===== src/rtl/mpf_vtp_svc_tag_arb.sv =====
// mpf_vtp_svc_tag_arb
// Shares one VTP translation service port among N_PORTS pipeline shims.
// Requests are arbitrated round-robin. Each granted request gets the
// lowest-index free service tag, and {port, original tag} is kept in a tag
// table. Responses can return out of order. Each one is routed back to the
// originating port with the original tag restored.
//
// Ports
//   i_clk, i_reset               clock, synchronous active-high reset
//   i_port_req_*                 per-port request (en, pageVA, isSpeculative, tag), flattened
//   o_port_req_rdy               per-port grant (combinational)
//   o_port_rsp_*                 per-port response (en, pagePA, error, isBigPage, mayCache, tag)
//   o_svc_req_*, i_svc_req_rdy   registered request to the shared service
//   i_svc_rsp_*                  service response; tag field is the service tag
//   o_tags_busy                  number of allocated service tags
//   o_idle                       no tags allocated and no output valid
module mpf_vtp_svc_tag_arb #(
    parameter int N_PORTS    = 4,
    parameter int N_SVC_TAGS = 32,
    parameter int VA_W       = 36,
    parameter int PA_W       = 36,
    parameter int PORT_TAG_W = 8,
    localparam int SVC_TAG_W  = $clog2(N_SVC_TAGS),
    localparam int PORT_IDX_W = (N_PORTS > 1) ? $clog2(N_PORTS) : 1
) (
    input  logic                          i_clk,
    input  logic                          i_reset,
    input  logic [N_PORTS-1:0]            i_port_req_en,
    input  logic [N_PORTS*VA_W-1:0]       i_port_req_page_va,
    input  logic [N_PORTS-1:0]            i_port_req_is_speculative,
    input  logic [N_PORTS*PORT_TAG_W-1:0] i_port_req_tag,
    output logic [N_PORTS-1:0]            o_port_req_rdy,
    output logic [N_PORTS-1:0]            o_port_rsp_en,
    output logic [N_PORTS*PA_W-1:0]       o_port_rsp_page_pa,
    output logic [N_PORTS-1:0]            o_port_rsp_error,
    output logic [N_PORTS-1:0]            o_port_rsp_is_big_page,
    output logic [N_PORTS-1:0]            o_port_rsp_may_cache,
    output logic [N_PORTS*PORT_TAG_W-1:0] o_port_rsp_tag,
    output logic                          o_svc_req_en,
    output logic [VA_W-1:0]               o_svc_req_page_va,
    output logic                          o_svc_req_is_speculative,
    output logic [SVC_TAG_W-1:0]          o_svc_req_tag,
    input  logic                          i_svc_req_rdy,
    input  logic                          i_svc_rsp_en,
    input  logic [PA_W-1:0]               i_svc_rsp_page_pa,
    input  logic                          i_svc_rsp_error,
    input  logic                          i_svc_rsp_is_big_page,
    input  logic                          i_svc_rsp_may_cache,
    input  logic [SVC_TAG_W-1:0]          i_svc_rsp_tag,
    output logic [SVC_TAG_W:0]            o_tags_busy,
    output logic                          o_idle
);

    logic [N_SVC_TAGS-1:0] r_free;
    logic [PORT_IDX_W-1:0] r_ptr;
    logic [SVC_TAG_W:0]    r_tags_busy;

    logic [PORT_IDX_W-1:0] r_tbl_port [N_SVC_TAGS];
    logic [PORT_TAG_W-1:0] r_tbl_tag  [N_SVC_TAGS];

    logic                  r_svc_req_en;
    logic [VA_W-1:0]       r_svc_req_va;
    logic                  r_svc_req_spec;
    logic [SVC_TAG_W-1:0]  r_svc_req_tag;

    logic [N_PORTS-1:0]    r_port_rsp_en;
    logic [PA_W-1:0]       r_rsp_pa;
    logic                  r_rsp_error;
    logic                  r_rsp_big;
    logic                  r_rsp_may_cache;
    logic [PORT_TAG_W-1:0] r_rsp_tag;

    logic                  w_gnt_any;
    logic [PORT_IDX_W-1:0] w_gnt_port;
    logic                  w_grant;
    logic [PORT_IDX_W-1:0] w_ptr_nxt;
    int                    w_best;
    int                    w_dist;
    logic [SVC_TAG_W-1:0]  w_alloc_tag;
    logic [N_SVC_TAGS-1:0] w_alloc_mask;
    logic [N_SVC_TAGS-1:0] w_free_mask;
    logic                  w_rsp_vld;
    logic                  w_free_busy;
    logic [N_PORTS-1:0]    w_rsp_onehot;
    logic [VA_W-1:0]       w_sel_va;
    logic                  w_sel_spec;
    logic [PORT_TAG_W-1:0] w_sel_tag;

    // Round-robin pick: smallest forward distance from r_ptr among requesters.
    always_comb begin
        w_gnt_any  = 1'b0;
        w_gnt_port = '0;
        w_best     = N_PORTS;
        w_dist     = 0;
        for (int p = 0; p < N_PORTS; p++) begin
            w_dist = p - int'(r_ptr);
            if (w_dist < 0) begin
                w_dist = w_dist + N_PORTS;
            end
            if (i_port_req_en[p] && (w_dist < w_best)) begin
                w_best     = w_dist;
                w_gnt_port = PORT_IDX_W'(p);
                w_gnt_any  = 1'b1;
            end
        end
        w_grant = w_gnt_any && i_svc_req_rdy && (|r_free) && !i_reset;
    end

    always_comb begin
        if (w_gnt_port == PORT_IDX_W'(N_PORTS - 1)) begin
            w_ptr_nxt = '0;
        end else begin
            w_ptr_nxt = w_gnt_port + 1'b1;
        end
    end

    always_comb begin
        w_sel_va   = '0;
        w_sel_spec = 1'b0;
        w_sel_tag  = '0;
        for (int p = 0; p < N_PORTS; p++) begin
            o_port_req_rdy[p] = w_grant && (w_gnt_port == PORT_IDX_W'(p));
            if (w_gnt_port == PORT_IDX_W'(p)) begin
                w_sel_va   = i_port_req_page_va[p*VA_W +: VA_W];
                w_sel_spec = i_port_req_is_speculative[p];
                w_sel_tag  = i_port_req_tag[p*PORT_TAG_W +: PORT_TAG_W];
            end
        end
    end

    // Lowest-index free tag: scan downward so the last hit wins.
    always_comb begin
        w_alloc_tag = '0;
        for (int t = N_SVC_TAGS - 1; t >= 0; t--) begin
            if (r_free[t]) begin
                w_alloc_tag = SVC_TAG_W'(t);
            end
        end
        w_alloc_mask = '0;
        if (w_grant) begin
            w_alloc_mask[w_alloc_tag] = 1'b1;
        end
    end

    // Freeing a tag that is already free leaves the bitmap unchanged, but the
    // response is still routed from whatever the table holds.
    always_comb begin
        w_rsp_vld   = i_svc_rsp_en && !i_reset;
        w_free_busy = w_rsp_vld && !r_free[i_svc_rsp_tag];
        w_free_mask = '0;
        if (w_rsp_vld) begin
            w_free_mask[i_svc_rsp_tag] = 1'b1;
        end
        for (int p = 0; p < N_PORTS; p++) begin
            w_rsp_onehot[p] = w_rsp_vld && (r_tbl_port[i_svc_rsp_tag] == PORT_IDX_W'(p));
        end
    end

    always_ff @(posedge i_clk) begin
        if (i_reset) begin
            r_free        <= '1;
            r_ptr         <= '0;
            r_tags_busy   <= '0;
            r_svc_req_en  <= 1'b0;
            r_port_rsp_en <= '0;
        end else begin
            // Allocation sees the bitmap from the start of the cycle, so a tag
            // freed this cycle only becomes allocatable next cycle.
            r_free        <= (r_free & ~w_alloc_mask) | w_free_mask;
            r_svc_req_en  <= w_grant;
            r_port_rsp_en <= w_rsp_onehot;
            if (w_grant) begin
                r_ptr <= w_ptr_nxt;
            end
            if (w_grant && !w_free_busy) begin
                r_tags_busy <= r_tags_busy + 1'b1;
            end else if (!w_grant && w_free_busy) begin
                r_tags_busy <= r_tags_busy - 1'b1;
            end
        end
    end

    // Table and payload registers carry no reset; they are qualified by the
    // valid bits above.
    always_ff @(posedge i_clk) begin
        if (w_grant) begin
            r_tbl_port[w_alloc_tag] <= w_gnt_port;
            r_tbl_tag[w_alloc_tag]  <= w_sel_tag;
            r_svc_req_va            <= w_sel_va;
            r_svc_req_spec          <= w_sel_spec;
            r_svc_req_tag           <= w_alloc_tag;
        end
        if (w_rsp_vld) begin
            r_rsp_pa        <= i_svc_rsp_page_pa;
            r_rsp_error     <= i_svc_rsp_error;
            r_rsp_big       <= i_svc_rsp_is_big_page;
            r_rsp_may_cache <= i_svc_rsp_may_cache;
            r_rsp_tag       <= r_tbl_tag[i_svc_rsp_tag];
        end
    end

    always @(posedge i_clk) begin
        if (!i_reset && i_svc_rsp_en) begin
            assert (!r_free[i_svc_rsp_tag]);
        end
    end

    // Only one response exists per cycle, so the payload is shared by all
    // ports and qualified per port by o_port_rsp_en.
    assign o_port_rsp_en          = r_port_rsp_en;
    assign o_port_rsp_page_pa     = {N_PORTS{r_rsp_pa}};
    assign o_port_rsp_error       = {N_PORTS{r_rsp_error}};
    assign o_port_rsp_is_big_page = {N_PORTS{r_rsp_big}};
    assign o_port_rsp_may_cache   = {N_PORTS{r_rsp_may_cache}};
    assign o_port_rsp_tag         = {N_PORTS{r_rsp_tag}};

    assign o_svc_req_en             = r_svc_req_en;
    assign o_svc_req_page_va        = r_svc_req_va;
    assign o_svc_req_is_speculative = r_svc_req_spec;
    assign o_svc_req_tag            = r_svc_req_tag;

    assign o_tags_busy = r_tags_busy;
    assign o_idle      = (r_tags_busy == '0) && !r_svc_req_en && !(|r_port_rsp_en);

endmodule


===== config.mk =====
export PLATFORM = sky130hd
export DESIGN_NAME = mpf_vtp_svc_tag_arb
export DESIGN_NICKNAME = d
export VERILOG_FILES = /design/src/rtl/mpf_vtp_svc_tag_arb.sv
export SDC_FILE = /design/constraint.sdc
export NUM_CORES = 1
export LEC_CHECK = 0
export CORE_MARGIN = 3
export CORE_UTILIZATION = 42
export DETAILED_ROUTE_END_ITERATION = 16
export PLACE_DENSITY = 0.69
export SYNTH_ARGS = -nofsm -noshare
export SYNTH_HDL_FRONTEND = slang
export SYNTH_SLANG_ARGS = --single-unit

===== constraint.sdc =====
create_clock -name i_clk -period 13.05 [get_ports i_clk]
set_input_delay 3.2625 -clock i_clk [delete_from_list [all_inputs] [get_ports i_clk]]
set_output_delay 3.2625 -clock i_clk [all_outputs]
set_load 0.005 [all_outputs]

Word-level counts from Yosys, hierarchy flattened
Memory sizes are Yosys's and may differ from the RTL's. A register that Yosys moved wholly into a read port is not among the register bits.
Cells that the tools add are included.
{"block": "word_totals", "output_inout_bits": 246, "n_memories": 2, "elab_cells": 152, "ff_bits": 126, "ramBits": 320}
{"block": "classes", "reduce_logical": 35, "n_addsub": 11, "n_lt_le_gt_ge": 12, "n_mux": 71, "eq_ne": 6, "bitwise_logic": 3}
{"memory": "r_tbl_tag", "words": 32, "width": 8, "rd": 1, "rd_ports_with_merged_regs": 1, "wr": 1, "line_no": "59", "rtl": "logic [PORT_TAG_W-1:0] r_tbl_tag [N_SVC_TAGS];"}
{"memory": "r_tbl_port", "words": 32, "width": 2, "rd": 1, "rd_ports_with_merged_regs": 0, "wr": 1, "line_no": "58", "rtl": "logic [PORT_IDX_W-1:0] r_tbl_port [N_SVC_TAGS];"}
{"operator": "32-bit 2-to-1 mux", "count": 9}
{"operator": "5-bit 2-to-1 mux", "count": 32}
{"operator": "36-bit 2-to-1 mux", "count": 4}
{"operator": "32-bit < comparator", "count": 3}
{"operator": "32-bit AND", "count": 1}
{"operator": "32-bit by 4-bit < comparator with 1-bit output (second input constant)", "count": 1}
{"operator": "8-bit 2-to-1 mux", "count": 4}
{"operator": "32-bit NOT", "count": 1}
{"operator": "32-bit bitwise OR", "count": 1}
{"operator": "32-bit OR reduction", "count": 1}
{"operator": "1-bit logical AND", "count": 23}
{"operator": "3-bit by 4-bit adder with 5-bit output (second input constant)", "count": 4}
{"operator": "1-bit 2-to-1 mux", "count": 14}
{"operator": "3-bit by 1-bit < comparator with 1-bit output (second input constant)", "count": 4}
{"operator": "5-bit by 6-bit < comparator with 1-bit output (second input constant)", "count": 2}
{"operator": "6-bit 2-to-1 mux", "count": 2}
{"operator": "1-bit demux with 5-bit select", "count": 2}
{"operator": "5-bit by 1-bit greater-or-equal comparator with 1-bit output (second input constant)", "count": 2}
{"operator": "2-bit equality test (second input constant)", "count": 4}
{"operator": "6-bit by 1-bit adder with 6-bit output (second input constant)", "count": 1}
{"operator": "1-bit logical NOT", "count": 6}
{"operator": "6-bit logical NOT", "count": 1}
{"operator": "2-bit 2-to-1 mux", "count": 3}
{"operator": "1-bit by 2-bit subtractor with 3-bit output (first input constant)", "count": 2}
{"operator": "8 further kinds", "count": 11}

Longest topological paths before layout
Gate-level depths: netlist of run 1.
{"block": "depth", "word_depth": 40, "mapped_depth": 22}

Worst setup path before layout of run 1
Ideal clock, no wire load.
{"block": "synth_path", "path_kind": "input port to output port", "startpoint": "input i_port_req_en[1]", "endpoint": "output o_port_req_rdy[1]", "cell_stages": 18, "setup_slack_ns": 3.434, "t_arrival_ns": 6.353, "required_ns": 9.788, "path_cell_list": "inv_1 and4_1 a21oi_1 ha_1 o21a_1 o22ai_1 nand2_1 nand2_1 o21ai_0 ha_1 o21ai_0 and2_1 nor3b_1 inv_1 ha_1 clkbuf_1 buf_1 and2_1"}
{"block": "synth_between", "elab_cells_between_ends": 18, "classes_between": "order compare: 2; eq/ne: 1; mux: 8; reduce/logical: 7"}
{"element": "from (decl)", "line_no": "28", "rtl": "input logic [N_PORTS-1:0] i_port_req_en,"}
{"element": "1-bit logical AND *", "line_no": "100", "rtl": "if (i_port_req_en[p] && (w_dist < w_best)) begin"}
{"element": "32-bit 2-to-1 mux", "line_no": "100"}
{"element": "32-bit < comparator", "line_no": "100"}
{"element": "1-bit logical AND", "line_no": "100"}
{"element": "32-bit 2-to-1 mux", "line_no": "100"}
{"element": "32-bit < comparator", "line_no": "100"}
{"element": "1-bit logical AND", "line_no": "100"}
{"element": "2-bit 2-to-1 mux *", "line_no": "100"}
{"element": "net w_gnt_port[0]", "line_no": "74", "rtl": "logic [PORT_IDX_W-1:0] w_gnt_port;"}
{"element": "2-bit by 1-bit equality test with 1-bit output *", "line_no": "122", "rtl": "o_port_req_rdy[p] = w_grant && (w_gnt_port == PORT_IDX_W'(p));"}
{"element": "1-bit logical AND *", "line_no": "122"}
{"element": "to (decl)", "line_no": "32", "rtl": "output logic [N_PORTS-1:0] o_port_req_rdy,"}
The timed path passes the listed nets; every way through them passes the cells marked *.

Final worst setup path of run 1
{"block": "layout_path", "startpoint": "input i_port_req_en[0]", "endpoint": "output o_port_req_rdy[2]"}
{"block": "layout_between", "elab_cells_between_ends": 22, "classes_between": "order compare: 3; eq/ne: 1; mux: 10; reduce/logical: 8"}
{"element": "1-bit logical AND *", "line_no": "100"}
{"element": "32-bit 2-to-1 mux *", "line_no": "100"}
{"element": "32-bit < comparator", "line_no": "100"}
{"element": "1-bit logical AND", "line_no": "100"}
{"element": "32-bit 2-to-1 mux *", "line_no": "100"}
{"element": "32-bit < comparator", "line_no": "100"}
{"element": "1-bit logical AND", "line_no": "100"}
{"element": "32-bit 2-to-1 mux", "line_no": "100"}
{"element": "32-bit < comparator", "line_no": "100"}
{"element": "1-bit logical AND", "line_no": "100"}
{"element": "2-bit 2-to-1 mux *", "line_no": "100"}
{"element": "net w_gnt_port[1]", "line_no": "74"}
{"element": "2-bit equality test *", "line_no": "122"}
{"element": "1-bit logical AND *", "line_no": "122"}
Marked as above.

==> summary.md, run 1 <==
| Metric | Value |
|---|---|
| Final setup TNS | `0 ns` |
| Share of cells above drive strength 1 | `0.131` |
| Worst EP arrival | `8.07 ns` |
| Antenna cell count | `0` |
| Share of the yosys chip area belonging to registers | `0.657` |
| Vias/cell | `5.57` |
| Worst vdd ir | `91.2 uV` |
| Largest fanout on the critical path | `39` |
| Final hold vios | `0` |
| Root buf cell | `clkbuf_16` |
| Area grow syn2layout | `29.8%` |
| Syn_nets | `1603` |
| CTS resizes | `0` |
| Hold Buf Count CTS | `0` |
| RSZ-0062 raised after global routing | `no` |
| Num CTS Buffers | `48` |
| Synth Instances | `1359` |
| GRT Total Usage | `0.216` |
| Final min period | `11.33 ns` |
| GP Congestion | `0.911` |
| WL final | `55300 um` |
| Mapped cell area | `20100 um2` |
| Fmax | `0.0882 GHz` |
| Antenna-violating nets left | `0` |
| DIE HEIGHT | `225 um` |
| Area fraction of the dominant cell type after synthesis | `0.612` |
| Final setup violation count | `0` |
| Worst Tran Pin Value | `1.33 ns` |
| 1st-pass router iterations | `5` |
| Syn avg cell area | `14.8 um2` |
| Leak pwr | `8.62 nW` |
| Fin Hold WS | `0.549 ns` |
| Vias in the first global route | `13.1k` |
| HPWL Detailed | `39100 um` |
| # IOs | `478` |
| Via count | `13.0k` |
| Unique masters post-synth | `52` |
| Ranking of synthesized cells by instance count | `edfxtp_1 (409), buf_4 (144), nor2_1 (99), mux4_2 (88), a22oi_1 (81)` |
| Worst reg2reg path depth | `21` |
| Final worst-path setup slack | `1.72 ns` |
| Asr flop ratio synth | `0` |
| Cell Area, Placed | `24500 um2` |
| Total core area | `46900 um2` |
| Core Util, Final | `0.556` |
| CTS tree | `done` |
| R2R Path Start | `r_ptr[1]` |
| Global-route wire length before repair | `81600 um` |
| Crit path to | `o_port_req_rdy[2]` |
| Synth top area cells | `edfxtp_1 (61%), mux4_2 (9.9%), buf_4 (5.4%)` |
| Largest net degree at the start of global routing | `91` |
| WP data required | `9.79 ns` |
| Final nets | `1940` |
| Initial antenna violation count | `0` |
| R2R Setup Slk | `6.88 ns` |
| Wire per inst | `23.6 um` |
| Crit path capture type | `output port` |
| PortBufs | `477` |
| Post-route DRC | `0` |
| Fill cells | `3836` |
| Clock skew | `0.0129 ns` |
| Worst setup SP type | `primary input` |
| Skew-Pair Late Insertion Delay | `0.59 ns` |
| Main synth FF type | `edfxtp_1` |
| H-tree levels | `2` |
| CP startpoint | `i_port_req_en[0]` |
| Worst Hold Class | `reg2reg` |
| DRT iter0 DRCs | `1142` |
| Post-synth EDFFs | `409` |
| Setup CP Type | `in2out` |
| Pwr dens | `143 nW/um2` |
| Max Root-Sink Buffers | `3` |
| Fin crit share | `0.869` |
| Footprint of the multi-input gates | `5490 um2` |
| Max-slew violation count | `0` |
| Clk sinks | `454` |
| YS warnings | `0` |
| R2r endpoint | `r_tbl_tag[28][2]` |
| Max-Cap Viols | `0` |
| Outcome | `finished clean` |
| Largest stage delay, worst path | `0.86 ns` |
| Rel. slew slack | `0.108` |
| Die width | `225 um` |
| Setup repair bufs after CTS | `0` |
| GRT Residual Overflow | `0` |
| CP cell instances | `clkdlybuf4s50_1, mux2i_1, a21oi_1, ha_1, o21a_1, o22ai_1, nand2_1, o21ai_0, ha_1, o21ai_0, and2_1, nor2_1, nand2_1, ha_2, and2_1, clkdlybuf4s50_1` |
| Starting Density | `0.428` |
| Most frequent cell after synthesis | `edfxtp_1` |
| Die Footprint | `50400 um2` |
| FP Rows | `79` |
| Clk slew on worst S/H paths | `0.06 ns` |
| Register area | `13200 um2` |
| Yosys top cell by area | `edfxtp_1` |
| Layout Cell Area excl Fill | `26100 um2` |
| Flops & latches, synth | `454` |
| Worst path slowest cell | `ha_2` |
| DP Worst Slack | `1.73 ns` |
==> critical path, delay by kind of cell <==
kind                     cells  cell delay (ns)
buffers and inverters        2             1.08
adder cells (fa/ha/maj)      3             1.33
AND/OR/NAND/NOR              5             1.39
multiplexers                 1             0.24
AO/OA/AOI/OAI                5             0.75
==> through the flow <==
step                      cells  power, W
after CTS                  2342   0.00378
after global routing       2342   0.00390
final                      2342   0.00374
after global placement     2253   0.00244
after detailed placement   2253   0.00247
after floorplan            1359   0.00217
==> layout make-up <==
class	count	share of cell area
sequential	454	0.506
multi-input combinational	660	0.211
timing repair buffer	511	0.193
clock buffer	53	0.0468
tap	607	0.0292
clock inverter	36	0.0115
inverter	21	0.00303
==> power by group <==
part           switching, W  leakage [nW]  internal [W]  total, W
logic              0.000363          3.76      0.000273  0.000637
clock network      0.000570         0.735      0.000740   0.00131
registers         0.0000266          4.13       0.00177   0.00179
==> kinds of logic after synthesis <==
kind of cell / count (synthesis) / share of synthesized area
AOI/OAI and AO/OA: 285 / 0.0944
DFF: 454 / 0.657
buffers and inverters: 245 / 0.0741
muxes: 92 / 0.102
and+or+nand+nor: 265 / 0.0625
xor gates and xnor gates: 6 / 0.00262
adders and majority gates: 12 / 0.00786
==> layout by cell type, fill, tap and decap left out, types with 6 or more instances in the layout <==
cell             count
clkinv_1            11
clkdlybuf4s50_1    475
or3_1                6
buf_4               35
nor2_1              99
a21oi_1             73
o21ai_0             52
a221oi_1            10
clkinv_2            10
o21ai_2              8
mux4_2              88
and3_1               6
clkbuf_16           48
nor3_1              11
nand2_1             73
a221o_1             23
inv_1               20
edfxtp_1           409
a21o_1              12
nand3_1              6
and2_1               8
nor4_1              13
ha_1                 8
dfxtp_1             45
a22oi_1             81
nand4_1             11
==> registers in the layout, summed over array words and instances, names as in the netlist <==
name and flops:
o_port_rsp_en 4, o_svc_req_en 1, o_svc_req_is_speculative 1, o_svc_req_page_va 36
o_svc_req_tag 5, o_tags_busy 6, r_free 32, r_ptr 2
r_rsp_big 1, r_rsp_error 1, r_rsp_may_cache 1, r_rsp_pa 36
r_rsp_tag 8, r_tbl_port 64, r_tbl_tag 256
==> worst min-delay path by stage <==
stage | startpoint | endpoint | slack (ns) | cells after the start
floorplan | r_free[17] | r_free[17] | 0.47 | 2
global placement | r_free[31] | r_free[31] | 0.51 | 2
detailed placement | o_tags_busy[5] | o_tags_busy[5] | 0.54 | 2
CTS | r_free[31] | r_free[31] | 0.55 | 2
global route | r_free[17] | r_free[17] | 0.56 | 2
finish | o_tags_busy[5] | o_tags_busy[5] | 0.55 | 2
==> per-layer routing <==
metal / track usage / vias to the layer above / part of all wire
li1: - / 5845 / -
met1: 0.255 / 6396 / 0.36
met2: 0.385 / 713 / 0.51
met3: 0.0489 / 93 / 0.081
met4: 0.0847 / 0 / 0.039
met5: 0 / - / 0
Power figures use the tool's default switching activity.
==> run 2: changes to the inputs <==
--- a/config.mk
+++ b/config.mk
@@ -5,6 +5,7 @@
 export SDC_FILE = /design/constraint.sdc
 export NUM_CORES = 1
 export LEC_CHECK = 0
+export CORE_ASPECT_RATIO = 1.75
 export CORE_MARGIN = 3
 export CORE_UTILIZATION = 42
 export DETAILED_ROUTE_END_ITERATION = 16
==> run 2 against run 1 <==
Against the previous run:
- wire length rose by 7.9%
- largest cell class unchanged
- combinational power up 0.9%
- largest power group unchanged
- flip-flop and latch count unchanged
- global-route usage is 1.2 points higher
- utilization down 0.40 points
- sequential power about the same
- worst hold slack got worse by 0.0092 ns
==> summary.md, run 2 (synthesis results as in run 1) <==
| Metric | Value |
|---|---|
| FP Rows | `105 (was 79)` |
| Wire per inst | `25.7 um (was 23.6 um)` |
| Max-Cap Viols | `0 (unchanged)` |
| # IOs | `478 (unchanged)` |
| Top flop regs | `r_tbl_tag x256, r_tbl_port x64 (unchanged)` |
| Share of cells above drive strength 1 | `0.136 (was 0.131)` |
| DRT iter0 DRCs | `1147 (was 1142)` |
| Worst vdd ir | `91.8 uV (was 91.2 uV)` |
| Fill cells | `3809 (was 3836)` |
| Leading cell type in the layout, fill and taps excluded | `clkdlybuf4s50_1 (unchanged)` |
| Rel. slew slack | `0.170 (was 0.108)` |
| Largest fanout on the critical path | `34 (was 39)` |
| Global-route wire length before repair | `85100 um (was 81600 um)` |
| RSZ-0062 raised after global routing | `no (unchanged)` |
| Worst setup SP type | `primary input (unchanged)` |
| Post-route DRC | `0 (unchanged)` |
| Setup repair bufs after CTS | `0 (unchanged)` |
| Max Root-Sink Buffers | `3 (unchanged)` |
| Top reg by flops | `r_tbl_tag (unchanged)` |
| Total core area | `47000 um2 (was 46900 um2)` |
| Initial antenna violation count | `2 (was 0)` |
| Clock skew | `0.0180 ns (was 0.0129 ns)` |
| GRT Residual Overflow | `0 (unchanged)` |
| Fin crit share | `0.826 (was 0.869)` |
| Commonest non-fill, non-tap cells in the layout | `clkdlybuf4s50_1 (475), edfxtp_1 (409), nor2_1 (95) (was clkdlybuf4s50_1 (475), edfxtp_1 (409), nor2_1 (99))` |
| Worst EP arrival | `7.52 ns (was 8.07 ns)` |
| Setup CP Type | `in2out (unchanged)` |
| WL final | `59700 um (was 55300 um)` |
| CTS resizes | `0 (unchanged)` |
| Clk slew on worst S/H paths | `0.07 ns (was 0.06 ns)` |
| Root buf cell | `clkbuf_16 (unchanged)` |
| Antenna-violating nets left | `0 (unchanged)` |
| Final min period | `10.79 ns (was 11.33 ns)` |
| Pwr dens | `140 nW/um2 (was 143 nW/um2)` |
| Leak pwr | `8.58 nW (was 8.62 nW)` |
| Fin Hold WS | `0.540 ns (was 0.549 ns)` |
| 1st-pass router iterations | `6 (was 5)` |
| Worst Hold Class | `reg2reg (unchanged)` |
| Final setup TNS | `0 ns (unchanged)` |
| Final setup violation count | `0 (unchanged)` |
| R2R Setup Slk | `6.38 ns (was 6.88 ns)` |
| CTS tree | `done (unchanged)` |
| GRT Total Usage | `0.228 (was 0.216)` |
| PortBufs | `477 (unchanged)` |
| Hold Buf Count CTS | `0 (unchanged)` |
| Max reg flops | `256 (unchanged)` |
| Vias in the first global route | `13.3k (was 13.1k)` |
| Starting Density | `0.427 (was 0.428)` |
| WP data required | `9.79 ns (about the same)` |
| H-tree levels | `2 (unchanged)` |
| Via count | `13.1k (was 13.0k)` |
| Final nets | `1939 (was 1940)` |
| Crit path capture type | `output port (unchanged)` |
| Final hold vios | `0 (unchanged)` |
| Max-slew violation count | `0 (unchanged)` |
| Skew-Pair Late Insertion Delay | `0.55 ns (was 0.59 ns)` |
| Area grow syn2layout | `29.4% (was 29.8%)` |
| GP Congestion | `0.887 (was 0.911)` |
| Num CTS Buffers | `42 (was 48)` |
| Clk sinks | `454 (unchanged)` |
| Vias/cell | `5.65 (was 5.57)` |
| HPWL Detailed | `41600 um (was 39100 um)` |
| Largest net degree at the start of global routing | `91 (unchanged)` |
| Fmax | `0.0927 GHz (was 0.0882 GHz)` |
| Outcome | `finished clean (unchanged)` |
| DIE HEIGHT | `295 um (was 225 um)` |
| Die Footprint | `50500 um2 (was 50400 um2)` |
| Die width | `171 um (was 225 um)` |
| Worst Tran Pin Value | `1.24 ns (was 1.33 ns)` |
-- run 2: changes by cell type in the layout (fill, tap and decap cells not counted), moves of 3 or more --
cell,before,now
a21oi_1,73,67
clkinv_1,11,6
clkbuf_8,0,4
nor2_2,0,4
clkbuf_16,48,43
buf_4,35,40
nor2_1,99,95
clkinv_2,10,7
a21oi_2,1,7
-- run 2: per-stage QoR --
stage	cells	setup WS (ns)	power (W)	utilization	cell area (um2)
2_1_floorplan	1359	3.43	0.00217	-	20100
3_3_place_gp	2239	2.35	0.00244	0.523	24600
3_5_place_dp	2239	2.33	0.00246	0.523	24600
4_1_cts	2316	2.33	0.00367	0.552	26000
5_1_grt	2318	1.88	0.00379	0.552	26000
6_report	2318	2.26	0.00365	0.552	26000
-- run 2: metal layers --
layer  global-route usage  vias to the layer above  wire (um)
met4               0.0971                        0       2750
li1                     -                     5833          -
met3               0.0420                      129       4070
met1                0.266                     6521      20900
met2                0.411                      622      31900
met5                    0                        -          0
-- run 2: worst paths after layout --
| check | start | cells after the start | to |
|---|---|---|---|
| max | i_port_req_en[0] | 17 | o_port_req_rdy[1] |
| min | r_free[31] | 2 | r_free[31] |
| max reg2reg | r_ptr[1] | 21 | r_tbl_tag[11][0] |
| min reg2reg | r_free[31] | 2 | r_free[31] |
-- run 2: cell type report --
cell class	count	area, um2	area share
sequential	454	13200	0.508
multi-input combinational	660	5530	0.213
timing repair buffer	516	5070	0.195
clock buffer	53	1150	0.0444
tap	588	736	0.0283
clock inverter	24	214	0.00824
inverter	21	78.8	0.00304
antenna	2	5.00	0.000193
-- run 2: where the power goes --
group	leakage (nW)	switching (W)	internal, W
sequential	4.13	0.0000249	0.00176
clock	0.667	0.000526	0.000690
combinational	3.78	0.000368	0.000275
-- run 2: worst max-delay path, cell delays in order --
cell	delay, ns
clkdlybuf4s50_1	0.59
mux2i_1	0.20
a21oi_1	0.10
ha_1	0.21
o21a_1	0.16
o22ai_1	0.12
nand2_1	0.16
nand2_1	0.09
o21ai_0	0.09
ha_1	0.29
o21ai_0	0.06
and2_1	0.17
nor3b_1	0.48
inv_1	0.56
ha_2	0.40
and2_1	0.14
clkdlybuf4s50_1	0.46
